$ cat src/rtl/serial_transmitter_fifo.sv
// UART transmitter with configurable frame format and an input FIFO.
// Frames queued in the FIFO go out back-to-back with no idle gap between them.
module serial_transmitter_fifo #(
  parameter int ClockFrequency = 16000000,
  parameter int BaudRate       = 115200,
  parameter int DataBits       = 8,
  parameter int Parity         = 0,
  parameter int StopBits       = 1,
  parameter int FifoDepth      = 4
) (
  input  logic                           iClock,
  input  logic                           iResetN,
  input  logic [DataBits-1:0]            iData,
  input  logic                           iSend,
  output logic                           oReady,
  output logic                           oOverflow,
  output logic                           oBusy,
  output logic [$clog2(FifoDepth+1)-1:0] oFifoLevel,
  output logic                           oTXD
);

  // state   | meaning
  // sIdle   | line at mark, waiting for the FIFO to hold a word
  // sStart  | start bit (space)
  // sData   | data bits, LSB first
  // sParity | parity bit, value fixed when the word was loaded
  // sStop   | stop bits; the final tick may load the next word directly
  localparam int TicksPerBit = ClockFrequency / BaudRate;
  localparam int TickW       = $clog2(TicksPerBit);
  localparam int PtrW        = $clog2(FifoDepth);
  localparam int LvlW        = $clog2(FifoDepth + 1);
  localparam int IdxW        = $clog2(DataBits);

  if (TicksPerBit < 3) begin : g_bad_ticks
    $error("serial_transmitter_fifo: ClockFrequency/BaudRate must be >= 3");
  end
  if (DataBits < 5 || DataBits > 9) begin : g_bad_data_bits
    $error("serial_transmitter_fifo: DataBits must be 5..9");
  end
  if (Parity < 0 || Parity > 2) begin : g_bad_parity
    $error("serial_transmitter_fifo: Parity must be 0, 1 or 2");
  end
  if (StopBits < 1 || StopBits > 2) begin : g_bad_stop_bits
    $error("serial_transmitter_fifo: StopBits must be 1 or 2");
  end
  if (FifoDepth < 2 || (FifoDepth & (FifoDepth - 1)) != 0) begin : g_bad_depth
    $error("serial_transmitter_fifo: FifoDepth must be a power of two >= 2");
  end

  typedef enum logic [2:0] {sIdle, sStart, sData, sParity, sStop} state_t;

  state_t               state_q, state_d;
  logic [TickW-1:0]     tick_q, tick_d;
  logic                 bit_end_q, bit_end_d;
  logic [IdxW-1:0]      bit_idx_q, bit_idx_d;
  logic [DataBits-1:0]  shift_q, shift_d;
  logic                 parity_q, parity_d;
  logic                 txd_q, txd_d;
  logic [DataBits-1:0]  fifo_mem_q [FifoDepth];
  logic [PtrW-1:0]      wr_ptr_q, wr_ptr_d, rd_ptr_q, rd_ptr_d;
  logic [LvlW-1:0]      level_q, level_d;
  logic                 ready_q, ready_d;
  logic                 overflow_q, overflow_d;
  logic                 busy_q, busy_d;
  logic                 push, pop;
  logic [DataBits-1:0]  head;

  assign push = iSend && ready_q;
  assign head = fifo_mem_q[rd_ptr_q];

  always_comb begin
    state_d   = state_q;
    bit_idx_d = bit_idx_q;
    shift_d   = shift_q;
    parity_d  = parity_q;
    pop       = 1'b0;
    tick_d    = (state_q == sIdle || bit_end_q) ? '0 : tick_q + TickW'(1);
    // Compare one tick ahead so bit_end_q is a flop, not a decode of tick_q.
    bit_end_d = (state_q != sIdle) && (tick_q == TickW'(TicksPerBit - 2));

    case (state_q)
      sIdle: begin
        if (level_q != '0) begin
          pop     = 1'b1;
          state_d = sStart;
        end
      end
      sStart: begin
        if (bit_end_q) begin
          state_d   = sData;
          bit_idx_d = '0;
        end
      end
      sData: begin
        if (bit_end_q) begin
          shift_d = shift_q >> 1;
          if (bit_idx_q == IdxW'(DataBits - 1)) begin
            bit_idx_d = '0;
            state_d   = (Parity != 0) ? sParity : sStop;
          end else begin
            bit_idx_d = bit_idx_q + IdxW'(1);
          end
        end
      end
      sParity: begin
        if (bit_end_q) state_d = sStop;
      end
      sStop: begin
        if (bit_end_q) begin
          if (bit_idx_q == IdxW'(StopBits - 1)) begin
            bit_idx_d = '0;
            if (level_q != '0) begin
              pop     = 1'b1;
              state_d = sStart;
            end else begin
              state_d = sIdle;
            end
          end else begin
            bit_idx_d = bit_idx_q + IdxW'(1);
          end
        end
      end
      default: state_d = sIdle;
    endcase

    if (pop) begin
      shift_d  = head;
      parity_d = (^head) ^ (Parity == 2);
    end

    wr_ptr_d = wr_ptr_q + PtrW'(push);
    rd_ptr_d = rd_ptr_q + PtrW'(pop);
    case ({push, pop})
      2'b10:   level_d = level_q + LvlW'(1);
      2'b01:   level_d = level_q - LvlW'(1);
      default: level_d = level_q;
    endcase
    ready_d    = (level_d != LvlW'(FifoDepth));
    overflow_d = iSend && !ready_q;
    busy_d     = (state_d != sIdle) || (level_d != '0);

    case (state_q)
      sStart:  txd_d = 1'b0;
      sData:   txd_d = shift_q[0];
      sParity: txd_d = parity_q;
      default: txd_d = 1'b1;
    endcase
  end

  always_ff @(posedge iClock) begin
    if (!iResetN) begin
      state_q    <= sIdle;
      tick_q     <= '0;
      bit_end_q  <= 1'b0;
      bit_idx_q  <= '0;
      shift_q    <= '0;
      parity_q   <= 1'b0;
      txd_q      <= 1'b1;
      wr_ptr_q   <= '0;
      rd_ptr_q   <= '0;
      level_q    <= '0;
      ready_q    <= 1'b0;
      overflow_q <= 1'b0;
      busy_q     <= 1'b0;
    end else begin
      state_q    <= state_d;
      tick_q     <= tick_d;
      bit_end_q  <= bit_end_d;
      bit_idx_q  <= bit_idx_d;
      shift_q    <= shift_d;
      parity_q   <= parity_d;
      txd_q      <= txd_d;
      wr_ptr_q   <= wr_ptr_d;
      rd_ptr_q   <= rd_ptr_d;
      level_q    <= level_d;
      ready_q    <= ready_d;
      overflow_q <= overflow_d;
      busy_q     <= busy_d;
    end
  end

  always_ff @(posedge iClock) begin
    if (push) fifo_mem_q[wr_ptr_q] <= iData;
  end

  assign oReady     = ready_q;
  assign oOverflow  = overflow_q;
  assign oBusy      = busy_q;
  assign oFifoLevel = level_q;
  assign oTXD       = txd_q;

endmodule

$ cat config.mk
export PLATFORM = sky130hd
export DESIGN_NAME = serial_transmitter_fifo
export DESIGN_NICKNAME = d
export VERILOG_FILES = /design/src/rtl/serial_transmitter_fifo.sv
export SDC_FILE = /design/constraint.sdc
export NUM_CORES = 1
export LEC_CHECK = 0
export CAP_MARGIN = 25
export CORE_ASPECT_RATIO = 0.75
export CORE_UTILIZATION = 58
export CTS_BUF_LIST = sky130_fd_sc_hd__clkbuf_16
export DETAILED_ROUTE_END_ITERATION = 8
export PLACE_DENSITY_LB_ADDON = 0.05
export SYNTH_ARGS = -nofsm -noshare
export SYNTH_HDL_FRONTEND = slang
export SYNTH_SLANG_ARGS = --single-unit
$ cat constraint.sdc
create_clock -name iClock -period 3.6 [get_ports iClock]
set_input_delay 0.9 -clock iClock [delete_from_list [all_inputs] [get_ports iClock]]
set_output_delay 0.9 -clock iClock [all_outputs]
set_load 0.02 [all_outputs]
==> results of run 1 <==
layout by cell type, fill, tap and decap left out, types with 7 or more instances in the layout:
master	count
mux4_2	8
clkdlybuf4s50_1	17
inv_1	8
a21oi_1	12
xnor2_1	15
edfxtp_1	32
a22oi_1	7
clkbuf_16	9
ha_1	7
nand2_1	16
dfxtp_1	35
nor2_1	28
synth_stat cells (all sizes together):
| master | instances | area share [%] |
|---|---|---|
| mux2 | 1 | 0.40 |
| o221a | 1 | 0.40 |
| nand3b | 3 | 0.80 |
| xor2 | 5 | 1.6 |
| nor3 | 4 | 0.71 |
| dfxtp | 35 | 25 |
| xnor2 | 15 | 4.7 |
| and2 | 3 | 0.67 |
| o32a | 1 | 0.36 |
| nor2 | 29 | 4.0 |
| nand4 | 2 | 0.44 |
| mux4 | 8 | 6.4 |
| a22oi | 7 | 1.9 |
| and3 | 1 | 0.22 |
| edfxtp | 32 | 34 |
| fa | 1 | 0.71 |
| a2111oi | 1 | 0.98 |
| nor2b | 2 | 0.44 |
| clkbuf | 4 | 0.53 |
| a32oi | 1 | 0.31 |
| ha | 7 | 3.1 |
| nand2b | 3 | 0.67 |
| inv | 8 | 1.1 |
| or2 | 2 | 0.44 |
| o211ai | 1 | 0.27 |
| mux2i | 2 | 0.71 |
| nor3b | 5 | 1.3 |
| a21oi | 12 | 2.1 |
| o21a | 1 | 0.27 |
| a2111o | 1 | 0.40 |
| nand3 | 3 | 0.53 |
| nand2 | 16 | 2.1 |
| o21ai | 3 | 0.53 |
| a21o | 1 | 0.27 |
| o31ai | 1 | 0.27 |
| buf | 5 | 1.3 |
| or3 | 1 | 0.22 |
kinds of logic (layout without fill, tap and decap cells):
kind of cell    after synthesis  after routing  share of synthesized area (%)
compound gates               31             31                           8.03
simple gates                 74             74                           12.6
fa+ha+maj                     8              8                           3.82
xor+xnor                     20             20                           6.21
buf+inv                      17             45                           2.93
mux                          11             11                           7.50
flops                        67             67                           58.9
registers in the layout, summed over array words and instances (netlist names):
register / count
tick_q: 8
state_q: 3
oTXD: 1
oBusy: 1
shift_q: 8
wr_ptr_q: 2
bit_end_q: 1
oFifoLevel: 3
parity_q: 1
oOverflow: 1
bit_idx_q: 3
rd_ptr_q: 2
fifo_mem_q: 32
oReady: 1
routing by layer:
layer,vias to the layer above,GRT usage [%]
met5,-,0
met4,0,11.2
met3,11,8.18
met2,53,37.0
met1,881,32.1
li1,862,-
worst max path at each step:
stage | to | depth (start not counted)
floorplan | oBusy$_SDFF_PN0_ | 12
global placement | oBusy$_SDFF_PN0_ | 9
detailed placement | oBusy$_SDFF_PN0_ | 9
CTS | oBusy$_SDFF_PN0_ | 9
global route | oBusy$_SDFF_PN0_ | 9
finish | oBusy$_SDFF_PN0_ | 9
report_power, final:
part | total (uW) | switching [uW] | internal, uW
Combinational | 720 | 369 | 352
Sequential | 1010 | 106 | 909
Clock | 861 | 323 | 538
Total | 2600 | 797 | 1800
per-stage QoR:
stage	total power (uW)	util, %	setup slack, ns
after floorplan	1560	-	1.10
after global placement	1690	66.4	0.658
after detailed placement	1730	66.4	0.585
after CTS	2610	73.1	0.837
after global routing	2730	73.1	0.688
final	2600	73.1	0.835
cell type report:
cell class | count | area [um^2]
Timing Repair Buffer | 21 | 200
Inverter | 8 | 30.0
Sequential cell | 67 | 1660
Multi-Input combinational cell | 144 | 1070
Fill cell | 303 | 1230
Clock inverter | 7 | 78.8
Tap cell | 57 | 71.3
Clock buffer | 9 | 225
worst max-delay path, stage by stage:
cell and delay, ns:
clkdlybuf4s50_1 0.47, nand2_1 0.12, ha_1 0.25, fa_1 0.39
xnor2_1 0.18, nor2_1 0.07, xnor2_1 0.26, nand4_1 0.17
o21a_1 0.19
==> impl_metrics.yaml, run 1 <==
critical_path:
  worstPathRequired_ns: 3.83
  critPathLaunchType: "input port"
  worstSetupEndpointType: "flip-flop"
  r2r_cells: 11
  r2r_end: "oBusy$_SDFF_PN0_"
  crit_fanout: 5
  cp-startpoint: "iSend"
  reg2reg_slack_ns: 1.03
  cp.arrival_ns: 2.99
  rr_startpoint: "bit_idx_q[0]$_SDFFE_PN0P_"
  critPathKind: "input port to flip-flop"
detailed_routing:
  wirelength_um: 5220
  met3_length_um: 277
  met2_length_um: 2510
  antenna_left: 0
  via_per_inst: 5.77
  avgRoutedWirePerCell_um: 16.7
  first_pass_iters: 4
  wl_met1_um: 2340
  drc: 0
  dr.first_iter.drc_count: 76
  routed.top_layer: "met4"
  via_count: 1807
timing:
  min_period_over_period_pct: 76.8
  setup_viol: 0
  maxSlewHeadroom_pct: 56.4
  rsz0062_at_grt: "no"
  hold_viol: 0
  holdWs_ns: 0.462
  fin_skew_ns: 0.00771
  fmax_mhz: 362
  period_minus_slack_ns: 2.77
  worst_pin_slew_ns: 0.653
  setup-tns-final_ns: 0
  maxSlewViolCount: 0
final_layout:
  design_area_mm2: 0.00334
  area_growth_syn_to_layout_pct: 18.6
  fin_nets: 270
  fin_cells: 313
  antenna_cells: 0
  drive_gt1_share_pct: 13.3
clock_network:
  htree_num_levels: 3
  cts_hold_buf: 0
  cts_setup_buffers: 0
  clock_sinks: 67
  root_buffer: "clkbuf_16"
  cts_resized: 0
  clockBufferDepth: 2
  cts_tree: "done"
  clk-insertion-delay-late_ns: 0.33
  cts_buffers: 9
  clkTransAtPathRegs_ns: 0.06
logic_synthesis:
  syn-instance-count: 228
  ys_warn_count: 0
  synth_seq_cells: 67
  synth-seq-area-share_pct: 58.9
  synth_area_per_cell_um2: 12.4
  synth.net_count: 247
  ys_types: 39
  synth_area_mm2: 0.00282
floorplanning:
  core_mm2: 0.00457
  die_w_um: 82.5
  die_h_um: 62.4
  pin_count: 18
  dieArea_mm2: 0.00515
  floorplan.initialDensity_pct: 61.7
  std_cell_rows: 21
global_route:
  overflow: 0
  grt_pass1_vias: 1826
  grt_antenna_before_repair: 0
  grt_pass1_wl_um: 9010
  grt_util_all_layers_pct: 24.6
  grt_max_degree: 22
placed_design:
  dp.cells: 297
  placed_area_mm2: 0.00304
  hpwl_um: 3390
  gp_congestion: 0.797
  port_buffers: 17
hold_path:
  min-delay-path-class: "flip-flop to flip-flop"
  hold_start: "shift_q[5]$_SDFFE_PN0P_"
  min_to: "shift_q[5]$_SDFFE_PN0P_"
  min_delay_path_depth: 2
flow_run:
  maxCapViolCount: 0
power:
  p_leak_uw: 0.00114
  pwr_density_cell_mw_per_mm2: 777
  ir_worst_vdd_mv: 0.488
outcome:
  status: "finished clean"
Note: power is estimated with default switching activity, not from simulation.
==> run 2, diff against run 1 <==
- clock period: 3.6 -> 2.6 ns (I/O delays scaled with it)
==> impl_metrics.yaml, run 2 (synthesis gave the netlist of run 1 again) <==
global_route:
  grt_max_degree: 16
  grt_pass1_vias: 1780
  grt_pass1_wl_um: 8890
  overflow: 0
  grt_antenna_before_repair: 0
  grt_util_all_layers_pct: 24.4
clock_network:
  cts_tree: "done"
  cts_buffers: 9
  root_buffer: "clkbuf_16"
  cts_setup_buffers: 0
  clkTransAtPathRegs_ns: 0.06
  clock_sinks: 67
  htree_num_levels: 3
  clk-insertion-delay-late_ns: 0.33
  clockBufferDepth: 2
hold_path:
  min-delay-path-class: "flip-flop to flip-flop"
flow_run:
  maxCapViolCount: 0
placed_design:
  port_buffers: 17
  gp_congestion: 0.804
  placed_area_mm2: 0.00308
  hpwl_um: 3600
final_layout:
  design_area_mm2: 0.00339
  final_common_cell: "dfxtp_1"
  antenna_cells: 0
  drive_gt1_share_pct: 15.6
  top_register: "fifo_mem_q"
  largestRegisters: "fifo_mem_q x32, shift_q x8, tick_q x8"
  area_growth_syn_to_layout_pct: 20.4
  largest_register_ffs: 32
  final_cell_mix: "dfxtp_1 (35), edfxtp_1 (32), nor2_1 (28)"
  fin_nets: 276
critical_path:
  rr_startpoint: "bit_idx_q[1]$_SDFFE_PN0P_"
  crit_top_cell: "ha_1"
  reg2reg_slack_ns: 0.15
  crit_fanout: 3
  r2r_cells: 11
  crit_chain: "inv_1, ha_1, nand3b_1, a2111oi_4, ha_1, fa_1, xnor2_1, nor2_1, xnor2_2, nand4_1, o21a_1"
  r2r_end: "oBusy$_SDFF_PN0_"
  cp_num_buf_inv: 1
  path_delay_family: "adder cells"
  crit_cells: 11
  cpMaxStageDelayCell: "fa_1"
  critPathKind: "flip-flop to flip-flop"
  cp.arrival_ns: 2.67
  cp-startpoint: "bit_idx_q[1]$_SDFFE_PN0P_"
  worstPathRequired_ns: 2.82
  worstSetupEndpointType: "flip-flop"
  critPathLaunchType: "flip-flop"
  max_stage_delay_ns: 0.39
  endpoint: "oBusy$_SDFF_PN0_"
timing:
  maxSlewViolCount: 0
  maxSlewHeadroom_pct: 68.4
  min_period_over_period_pct: 94.2
  fin_skew_ns: 0.00456
  fmax_mhz: 408
  holdWs_ns: 0.467
  hold_viol: 0
  setup_viol: 0
  period_minus_slack_ns: 2.45
  worst_pin_slew_ns: 0.473
detailed_routing:
  antenna_left: 0
  via_count: 1799
  dr.first_iter.drc_count: 131
  via_per_inst: 5.64
  avgRoutedWirePerCell_um: 16.4
  wirelength_um: 5240
  first_pass_iters: 4
  drc: 0
floorplanning:
  dieArea_mm2: 0.00515
  pin_count: 18
  std_cell_rows: 21
  floorplan.initialDensity_pct: 61.7
  die_w_um: 82.5
  die_h_um: 62.4
  core_mm2: 0.00457
power:
  ir_worst_vdd_mv: 0.701
  pwr_density_cell_mw_per_mm2: 1080
  p_leak_uw: 0.00117
outcome:
  status: "finished clean"
run 2: cell types whose count changed in the layout (fill, tap and decap cells not counted):
cell	change
buf_4	+6
clkinv_4	-2
clkinvlp_4	+1
inv_6	+1
xnor2_1	-1
xnor2_2	+1
run 2: layout make-up:
cell class	count	area, um^2
clock buffer	9	225
clock inverter	7	77.6
fill	296	1180
inverter	8	30.0
multi-input combinational	144	1080
sequential	67	1660
tap	57	71.3
timing repair buffer	27	245
run 2: repair_timing:
item / 4_1_cts / 5_1_grt
resized for setup: 0 / 1
hold buffers: 0 / 0
endpoints found under the setup margin: 0 / 1
run 2: per-stage QoR:
stage	power, uW	setup TNS, ns	instances	util, %	setup WS, ns
finish	3670	0	319	74.2	0.151
global route	3860	-0.0100	319	74.2	-0.0100
CTS	3650	0	319	74.1	0.186
detailed placement	2450	-0.0524	303	67.4	-0.0524
global placement	2380	-0.000450	303	67.4	-0.000450
floorplan	2160	0	228	-	0.0995
run 2: worst min path at each step:
stage                                 start  cells past startpoint                      end  slack [ns]
detailed placement     tick_q[0]$_SDFF_PP0_                      1     tick_q[0]$_SDFF_PP0_        0.46
CTS                 shift_q[2]$_SDFFE_PN0P_                      2  shift_q[2]$_SDFFE_PN0P_        0.47
global route           tick_q[0]$_SDFF_PP0_                      1     tick_q[0]$_SDFF_PP0_        0.49
finish              shift_q[2]$_SDFFE_PN0P_                      2  shift_q[2]$_SDFFE_PN0P_        0.47
floorplan              tick_q[0]$_SDFF_PP0_                      1     tick_q[0]$_SDFF_PP0_        0.43
global placement       tick_q[0]$_SDFF_PP0_                      1     tick_q[0]$_SDFF_PP0_        0.44
run 2: worst min-delay path: cells and delay by family, from the launching register on:
| kind | cells | cell delay (ns) |
|---|---|---|
| flops | 1 | 0.31 |
| simple gates | 1 | 0.05 |
| compound gates | 1 | 0.05 |
run 2: routing by layer:
layer | GRT usage (%) | wire length (um) | up-vias
met5 | 0 | 0 | -
met4 | 5.17 | 27 | 0
met3 | 10.5 | 219 | 4
met2 | 36.2 | 2600 | 54
met1 | 33.7 | 2400 | 867
li1 | - | - | 874
run 2: power breakdown:
group / leakage [uW] / switching (uW) / internal (uW)
Clock: 0.000134 / 451 / 745
Combinational: 0.000460 / 569 / 529
Sequential: 0.000576 / 115 / 1260
==> RTL change 1: new RTL, flow settings as in run 2 <==
Take the reset off `shift_q` and load it in a clocked block of its own.
--- a/src/rtl/serial_transmitter_fifo.sv
+++ b/src/rtl/serial_transmitter_fifo.sv
@@ -155,3 +155,2 @@
       bit_idx_q  <= '0;
-      shift_q    <= '0;
       parity_q   <= 1'b0;
@@ -169,3 +168,2 @@
       bit_idx_q  <= bit_idx_d;
-      shift_q    <= shift_d;
       parity_q   <= parity_d;
@@ -179,2 +177,6 @@
     end
+  end
+
+  always_ff @(posedge iClock) begin
+    shift_q <= shift_d;
   end
Function: same outputs for any inputs over 10 cycles, from zero or initial values and one cycle with iResetN low; that may be too few to reach the edited logic, so the function may still have changed.
==> RTL change 1 against run 2 <==
  * Clock skew rose by 0.00082 ns
  * Worst setup slack better by 0.0064 ns
  * Combinational power is 18% higher
  * Critical endpoint unchanged
  * Sequential cell count unchanged
  * Design area up 1.0%
  * Synthesized area is 0.84% higher
  * Total power grew 7.5%
  * Routed wire length is 2.6% lower
==> RTL change 1: results (changes against run 2) <==
outcome=finished clean; Worst-Skew Late Latency=0.33 ns (about the same); highest-delay cell along the critical path=fa_1; Detailed Place HPWL=3.52 mm (-2.3%); crit-path leading delay family=adder cells; # diodes=0 (unchanged); Regs by FF count=fifo_mem_q (32), shift_q (8), tick_q (8); NumNets Final=258 (-6.5%); Cell variety after synth=38 (-2.6%); initial antenna violation count=0 (unchanged); Total GRT Usage=22.3% (-2.1 points); crit path max fanout=2 (-1); number of synthesis warnings=0 (unchanged); CTS Buf Count=9 (unchanged); largest net degree at the start of global routing=19 (+3); synth top area cells=edfxtp_1 (42%), dfxtp_1 (19%), mux4_2 (6.3%); fraction of registers with async set/reset=0% (unchanged); TritonRoute pass-1 iters=4 (unchanged); Post-synth EDFFs=40 (+25%); placement-stage cell area=3120 µm² (+1.1%); worst vdd ir=717 µV (+2.2%); clk buf depth=2 (unchanged); sequential area share after synthesis=61.3% (+2.3 points); Post-synth top cells=edfxtp_1 (40), dfxtp_1 (27), nor2_1 (16); H-Tree Depth=3 (unchanged); initial DRC count=145 (+11%); Worst path max stage delay=0.45 ns (+0.06 ns); share of cells above drive strength 1=19.3% (+3.6 points); via count=1,693 (-5.9%); Critical Path AT=2.65 ns (-0.02 ns); Rel. slew slack=51.1% (-17 points); wire per inst=17.0 µm (+3.3%); clk slew on worst S/H paths=0.05 ns; GPL Wtd Cong=0.775 (-3.6%); I/O Buffers=17 (unchanged); first-pass GRT wire length=8.72 mm (-1.9%); Fill cells=262 (-11%); syn nets=225 (-8.9%); vias in the first global route=1,759 (-1.2%); type of the worst min-delay path=register to register; setup skew after layout=0.00538 ns (+0.000821 ns); sw frac=29.5% (-1.5 points); clock root buffer=clkbuf_16; Static Leak=1.24 nW (+5.5%)
## RTL change 1: cell types whose count changed after synthesis, moves of 3 or more
cell and delta:
a22oi_1 -6, nand2_1 -9, mux2_2 +6, a21oi_1 -8, nor2_1 -12, edfxtp_1 +8
and2_1 +4, dfxtp_1 -8, and3_1 +3
## RTL change 1: per-stage QoR
step           util (%)  instances  hold slack (ns)  total power, mW  worst slack, ns
6_report           75.0        301            0.485             3.94            0.158
2_1_floorplan         -        206            0.426             2.45           0.0231
3_3_place_gp       68.2        283            0.439             2.69           0.0265
3_5_place_dp       68.2        283            0.483             2.77          -0.0544
5_1_grt            75.0        301            0.525             4.14           0.0469
4_1_cts            74.4        299            0.490             3.92           0.0210
## RTL change 1: tightest hold or removal path, stage by stage, from the launching register on
cell and delay, ns:
dfxtp_1 0.34, nand2_1 0.07, nor3_1 0.04
## RTL change 1: worst paths after layout
kind / slack (ns) / cells after the start / from / to
max: 0.16 / 9 / bit_idx_q[0]$_SDFFE_PN0P_ / oBusy$_SDFF_PN0_
min: 0.49 / 2 / tick_q[3]$_SDFF_PP0_ / bit_end_q$_SDFF_PN0_
max reg2reg: 0.16 / 9 / bit_idx_q[0]$_SDFFE_PN0P_ / oBusy$_SDFF_PN0_
min reg2reg: 0.49 / 2 / tick_q[3]$_SDFF_PP0_ / bit_end_q$_SDFF_PN0_
## RTL change 1: logic make-up (layout without fill, tap and decap cells)
kind of cell,count (synthesis),count (layout),share of synthesized area [%]
compound gates,20,20,5.37
xor+xnor,19,19,5.85
fa+ha+maj,8,8,3.79
buf+inv,15,53,2.64
flops,67,67,61.3
mux,17,17,9.82
simple gates,60,60,11.3
## RTL change 1: repair_timing
item	CTS	global route
resized for setup	0	2
setup endpoints to repair	0	1
buffers inserted	0	2
## RTL change 1: final cells by class
cell class | count | area, µm² | area share, %
repair buffers | 30 | 268 | 7.81
inverters | 7 | 26.3 | 0.767
well taps | 57 | 71.3 | 2.08
multi-input cells | 124 | 1030 | 30.2
clock inverters | 7 | 60.1 | 1.75
flip-flops and latches | 67 | 1740 | 50.8
clock buffers | 9 | 225 | 6.57
## RTL change 1: routing by layer
metal  vias up  global-route usage, %  wire (µm)
met5         -                      0          0
met4         0                   6.90         47
met3         9                   7.53        196
met2        32                   36.3       2530
met1       844                   28.5       2330
li1        808                      -          -
## RTL change 1: power by group through the flow
stage	logic (mW)	clock network (mW)	registers, mW
finish	1.30	1.14	1.50
global route	1.39	1.21	1.53
CTS	1.25	1.16	1.51
detailed placement	1.24	0	1.53
global placement	1.18	0	1.51
floorplan	0.944	0	1.50
==> RTL change 2: new RTL, config.mk and constraints of run 2 <==
Without the edit above. `ClockFrequency`: 16000000 -> 32000000.
--- a/src/rtl/serial_transmitter_fifo.sv
+++ b/src/rtl/serial_transmitter_fifo.sv
@@ -3,3 +3,3 @@
 module serial_transmitter_fifo #(
-  parameter int ClockFrequency = 16000000,
+  parameter int ClockFrequency = 32000000,
   parameter int BaudRate       = 115200,
Formal check against the unedited RTL: no difference found for any inputs over 10 cycles, from zero or initial values and one cycle with iResetN low; that may be too few to reach the edited logic, so the function may still have changed.
==> RTL change 2 against run 2 <==
  * Via count increased by 1.1%
  * Combinational power increased by 12%
  * Largest power group unchanged
  * Total power increased by 7.3%
  * Routed wire length increased by 5.1%
  * Worst setup slack got worse by 0.070 ns
  * Design area increased by 2.0%
  * Highest routed layer unchanged
  * Sequential power increased by 6%
  * Synthesized area increased by 2.0%
  * Sequential cell count increased by 1
==> RTL change 2: results (changes against run 2) <==
outcome=finished clean; Comb power=1.23 mW (+12%); Hold Path Origin=shift_q[1]$_SDFFE_PN0P_; R2R Setup Slk=0.08 ns (-0.07 ns); multi-input gate share of the layout cell area=32.5% (+0.65 points); Clock Power Share=32.0% (-0.6 points); initial DRC count=100 (-24%); Cells after Synth=225 (-1.3%); Regs by FF count=fifo_mem_q (32), tick_q (9), shift_q (8); hold path endpoint=shift_q[1]$_SDFFE_PN0P_; via count=1,819 (+1.1%); Worst Setup SP=bit_idx_q[0]$_SDFFE_PN0P_; syn nets=243 (-1.6%); Cell variety after synth=44 (+13%); NumNets Final=272 (-1.4%); vias in the first global route=1,856 (+4.3%); largest net degree at the start of global routing=23 (+7); Placed Cells=299 (-1.3%); worst-margin pin slew=0.570 ns (+0.0968 ns); wire per inst=17.4 µm (+6.1%); Layout clock area frac=9.15% (+0.23 points); Post-synth top cells=dfxtp_1 (36), edfxtp_1 (32), nand2_1 (16); Tmin final=2.52 ns (+0.0700 ns); Fill cells=272 (-8.1%); first-pass GRT wire length=9.17 mm (+3.1%); NonClk Buf Share=7.09% (-0.14 points); worst vdd ir=661 µV (-5.8%); Total GRT Usage=23.6% (-0.86 points); Compound-Gate Fraction of Synth Area=9.22% (+1.2 points); TritonRoute pass-1 iters=5 (+1); number of multi-input logic gates=143 (-0.69%); Non-clk invs=5 (-3); GPL Wtd Cong=0.830 (+3.3%)
[RTL change 2: cell count changes in the layout (fill, tap and decap cells not counted), moves of 3 or more]
| cell | change |
|---|---|
| nor2_1 | -14 |
| a21boi_0 | +7 |
| a21oi_1 | -6 |
| nor2b_1 | +5 |
| and2_1 | +4 |
| xor2_1 | +4 |
| inv_1 | -3 |
| xnor2_1 | -3 |
[RTL change 2: what timing repair did]
| action | 4_1_cts | 5_1_grt |
|---|---|---|
| endpoints found under the setup margin | 0 | 1 |
| gates resized for setup | 0 | 1 |
| buffers inserted | 0 | 1 |
[RTL change 2: metrics by stage]
step                area, µm²  TNS (ns)  total power, mW
CTS                      3450         0             3.92
floorplan                2880         0             2.32
global placement         3130         0             2.57
global route             3460    -0.139             4.15
finish                   3460         0             3.93
detailed placement       3130   -0.0672             2.63
[RTL change 2: layer usage]
metal	share of wire [%]	track usage [%]	vias up
met3	3.7	8.32	4
met5	0	0	-
met1	47	30.1	893
li1	-	-	876
met4	0.73	7.76	0
met2	48	37.7	46
